===== config.mk =====
export PLATFORM = sky130hd
export DESIGN_NAME = exp7_controle_exibicao
export DESIGN_NICKNAME = d
export VERILOG_FILES = /design/src/rtl/exp7_controle_exibicao.sv
export SDC_FILE = /design/constraint.sdc
export NUM_CORES = 1
export LEC_CHECK = 0
export ABC_AREA = 1
export BUFFER_PORTS_ARGS = -buffer_cell sky130_fd_sc_hd__clkbuf_2
export CAP_MARGIN = 30
export CORE_ASPECT_RATIO = 0.75
export CORE_MARGIN = 2
export CORE_UTILIZATION = 30
export CTS_BUF_LIST = sky130_fd_sc_hd__clkbuf_4
export CTS_CLUSTER_DIAMETER = 100
export DETAILED_ROUTE_END_ITERATION = 16
export GPL_ROUTABILITY_DRIVEN = 0
export HOLD_SLACK_MARGIN = 0.05
export SLEW_MARGIN = 15
export SYNTH_ARGS = -nofsm -noshare
export SYNTH_HDL_FRONTEND = slang
export SYNTH_SLANG_ARGS = --single-unit

===== constraint.sdc =====
create_clock -name clock -period 3.6 [get_ports clock]
set_input_delay 0.54 -clock clock [delete_from_list [all_inputs] [get_ports clock]]
set_output_delay 0.54 -clock clock [all_outputs]
set_load 0.02 [all_outputs]

===== src/rtl/exp7_controle_exibicao.sv =====
// Playback sequencer for the memory game: walks the move memory from address 0
// up to the captured round index, lighting each entry for T_ON cycles and then blanking it for T_OFF cycles.
module exp7_controle_exibicao #(
    parameter int T_ON   = 500,
    parameter int T_OFF  = 250,
    parameter int ADDR_W = 4,
    parameter int DATA_W = 4
) (
    input  logic              clock,
    input  logic              reset,
    input  logic              iniciar,
    input  logic              abortar,
    input  logic [ADDR_W-1:0] rodada,
    input  logic [DATA_W-1:0] dado_mem,
    output logic [ADDR_W-1:0] endereco,
    output logic [DATA_W-1:0] leds,
    output logic              ocupado,
    output logic              pronto,
    output logic [3:0]        db_estado
);

    typedef enum logic [3:0] {
        OCIOSO  = 4'd0,
        CARREGA = 4'd1,
        ACENDE  = 4'd2,
        APAGA   = 4'd3,
        PROXIMO = 4'd4,
        FIM     = 4'd5
    } estado_t;

    localparam int T_MAX   = (T_ON > T_OFF) ? T_ON : T_OFF;
    localparam int TIMER_W = $clog2(T_MAX) + 1;
    localparam logic [TIMER_W-1:0] ON_LAST  = TIMER_W'(T_ON - 1);
    localparam logic [TIMER_W-1:0] OFF_LAST = TIMER_W'(T_OFF - 1);

    estado_t             estado;
    logic [TIMER_W-1:0]  timer;
    logic [ADDR_W-1:0]   rodada_cap;

    assign db_estado = estado;

    // Every transition clears the timer; abortar overrides everything, including a pending start.
    always_ff @(posedge clock or posedge reset) begin
        if (reset) begin
            estado     <= OCIOSO;
            timer      <= '0;
            rodada_cap <= '0;
            endereco   <= '0;
            leds       <= '0;
            ocupado    <= 1'b0;
            pronto     <= 1'b0;
        end else if (abortar) begin
            estado   <= OCIOSO;
            timer    <= '0;
            endereco <= '0;
            leds     <= '0;
            ocupado  <= 1'b0;
            pronto   <= 1'b0;
        end else begin
            pronto <= 1'b0;
            case (estado)
                OCIOSO: begin
                    if (iniciar) begin
                        estado     <= CARREGA;
                        timer      <= '0;
                        endereco   <= '0;
                        rodada_cap <= rodada;
                        ocupado    <= 1'b1;
                    end
                end
                CARREGA: begin
                    leds   <= dado_mem;
                    timer  <= '0;
                    estado <= ACENDE;
                end
                ACENDE: begin
                    if (timer == ON_LAST) begin
                        estado <= APAGA;
                        timer  <= '0;
                        leds   <= '0;
                    end else begin
                        timer <= timer + TIMER_W'(1);
                    end
                end
                APAGA: begin
                    if (timer == OFF_LAST) begin
                        timer <= '0;
                        // Comparing before incrementing keeps endereco from ever wrapping.
                        if (endereco == rodada_cap) begin
                            estado  <= FIM;
                            ocupado <= 1'b0;
                            pronto  <= 1'b1;
                        end else begin
                            estado <= PROXIMO;
                        end
                    end else begin
                        timer <= timer + TIMER_W'(1);
                    end
                end
                PROXIMO: begin
                    endereco <= endereco + ADDR_W'(1);
                    timer    <= '0;
                    estado   <= CARREGA;
                end
                FIM: begin
                    timer  <= '0;
                    estado <= OCIOSO;
                end
                default: begin
                    estado  <= OCIOSO;
                    timer   <= '0;
                    leds    <= '0;
                    ocupado <= 1'b0;
                end
            endcase
        end
    end

endmodule

==> results.json <==
{
  "status": "finished clean",
  "initial_core_util_pct": 31.0,
  "synth_compound_area_share_pct": 8.50,
  "worst-path-max-fanout": 7,
  "seqPwrFrac_pct": 45.4,
  "clockRootBuffer": "clkbuf_4",
  "cts.sinks": 27,
  "cts-hold-fix-buffers": 0,
  "io_pins": 26,
  "fin_tns_setup_ns": 0,
  "p_leak_nw": 0.997,
  "clock_latency_ns": 0.33,
  "place.port_buffers": 24,
  "grt_pass1_vias": 1291,
  "wirelength_um": 3820,
  "cp.arrival_ns": 1.09,
  "timing.rr.end": "timer[1]",
  "synthSimpleGateAreaFrac_pct": 37.4,
  "vias_per_cell": 4.46,
  "cp_slowest_cell": "dfrtp_1",
  "wl_per_cell_um": 11.5,
  "period_share_pct": 45.3,
  "endpoint_kind": "primary output",
  "synthMuxAreaShare_pct": 0,
  "cpPeakStageDelay_ns": 0.53,
  "finalHoldWorstSlack_ns": 0.139,
  "swShare_pct": 42.7,
  "cts_resized": 0,
  "regToRegSetupSlack_ns": 2.06,
  "cts_setup_buffers": 0,
  "ys_seq_elements": 27,
  "multi_input_area_um2": 832,
  "cp-start-kind": "flop",
  "fin_worst_skew_ns": 0.0139,
  "grt_start_max_net_pins": 21,
  "slew_violations": 0,
  "cts_buffers": 3,
  "syn-instance-count": 230,
  "clockBufferDepth": 2,
  "synth_top_family_by_area": "simple AND/OR/NAND/NOR gates",
  "path_buf_inv": 1,
  "min_period_ns": 1.63,
  "p_int_w": 0.000525,
  "crit_start": "db_estado[1]",
  "cts_tree": "done",
  "path_class": "flop to primary output",
  "r2r_start": "timer[0]",
  "n_antenna_cell": 0,
  "worst-r2r-cell-count": 8,
  "clock_power_share_pct": 15.6,
  "ant_nets": 0,
  "synth-seq-area-share_pct": 41.0,
  "cp-endpoint": "db_estado[1]",
  "yosys_warnings": 0,
  "die_height_um": 68.2,
  "critPathRequiredTime_ns": 3.06,
  "drt_iter0_markers": 83,
  "place_area_um2": 1870,
  "grt_pass1_wl_um": 6470,
  "cts.clk_slew.worst_paths_ns": 0.15,
  "rows": 23,
  "min_path_type": "input pin to async pin",
  "grt_usage_pct": 14.1,
  "pwr-share-comb_pct": 39.0,
  "dp_hpwl_um": 3050,
  "drv_cap": 0,
  "synth_cell_types": 25,
  "drc_errors": 0,
  "area_growth_pct": 15.3,
  "rsz0062_at_grt": "no",
  "hold_violations": 0,
  "crit_chain": "clkbuf_2",
  "fp.dieW_um": 89.6,
  "syn_nets": 245,
  "grt_overflow": 0,
  "drive_above_1_share_pct": 19.9,
  "synth-xor-area-share_pct": 2.13,
  "fin_nets": 272,
  "core_um2": 5320,
  "regArea_um2": 676,
  "drt_pass1_iterations": 4,
  "netlist_area_um2": 1650,
  "vias": 1477,
  "switching_power_w": 0.000392,
  "crit_cells": 1,
  "fillers": 566,
  "postLayoutCoreUtil_pct": 35.7,
  "crit_family": "flip-flops",
  "antenna_found_initial": 0,
  "power.density_nw_per_um2": 483,
  "syn_area_per_cell_um2": 7.16,
  "ir_drop_v": 0.000242,
  "finalPower_w": 0.000917,
  "max_freq_mhz": 613,
  "design_area_um2": 1900,
  "dieArea_um2": 6110,
  "synthAdderAreaFrac_pct": 2.28,
  "setup_viol": 0,
  "htreeDepth": 1
}
## cell usage after synthesis (all sizes together)
master	count	area share, %
o21bai	1	0.46
o21a	1	0.46
a21oi	7	2.1
nand4	4	1.5
conb	1	0.23
nor2	41	11
buf	3	1.2
xnor2	1	0.53
ha	3	2.3
dfrtp	27	41
nand2	75	18
a21boi	1	0.46
xor2	3	1.6
o31ai	1	0.46
o21ai	8	3.8
inv	32	7.3
o22ai	2	0.76
nand3	19	6.7
## flip-flops by register name, summed over array words and instances, names as in the netlist
register / flops
db_estado: 3
endereco: 4
leds: 4
ocupado: 1
pronto: 1
rodada_cap: 4
timer: 10
## layer usage
| layer | part of all wire, % | global-route usage, % |
|---|---|---|
| met1 | 55 | 24.5 |
| met2 | 37 | 16.9 |
| met3 | 8.0 | 3.74 |
| met4 | 0.24 | 1.12 |
| met5 | 0 | 0 |
## worst min-delay path by stage
stage / start / to / slack (ns) / cells past startpoint
2_1_floorplan: rodada_cap[0] / rodada_cap[0] / 0.51 / 2
3_3_place_gp: leds[1] / leds[1] / 0.46 / 2
3_5_place_dp: leds[1] / leds[1] / 0.47 / 2
4_1_cts: reset / timer[1] / 0.14 / 2
5_1_grt: reset / timer[1] / 0.13 / 2
6_report: reset / timer[1] / 0.14 / 2
## layout make-up
class	count	share of cell area [%]
tap	75	4.94
inverter	32	6.32
clock buffer	4	1.58
timing repair buffer	25	7.77
multi-input combinational	168	43.8
sequential	27	35.6
## power by group through the flow
stage / registers (W) / logic, W / clock network, W
finish: 0.000417 / 0.000357 / 0.000143
global route: 0.000427 / 0.000410 / 0.000166
CTS: 0.000417 / 0.000360 / 0.000151
detailed placement: 0.000423 / 0.000360 / 0
global placement: 0.000423 / 0.000351 / 0
floorplan: 0.000444 / 0.000232 / 0
## cell usage in the layout (no fill, tap or decap), drive strengths merged
cell and count:
ha 3, o21ai 8, nor2 41, nand3 19, o21bai 1, inv 32, conb 1, xnor2 1
nand4 4, a21boi 1, o21a 1, nand2 75, clkbuf 28, a21oi 7, xor2 3, dfrtp 27
o31ai 1, buf 1, o22ai 2
## worst reg2reg max path, stage by stage, from the launching register on
cell	delay [ns]
dfrtp_1	0.49
ha_1	0.29
nand3_1	0.11
nor2_1	0.09
nand2_1	0.09
nand2_2	0.11
nand2_1	0.09
inv_2	0.11
o22ai_1	0.08
## kinds of logic after synthesis
family / Yosys count
other: 1
AO/OA/AOI/OAI: 21
XOR/XNOR: 4
buffers and inverters: 35
adder cells (fa/ha/maj): 3
flip-flops: 27
AND/OR/NAND/NOR: 139
## stage by stage
stage	std cells	setup slack [ns]
finish	331	1.97
global route	331	1.87
CTS	331	1.95
detailed placement	327	1.88
global placement	326	1.93
floorplan	230	2.29
No activity file was read; power rests on OpenSTA's default activity.
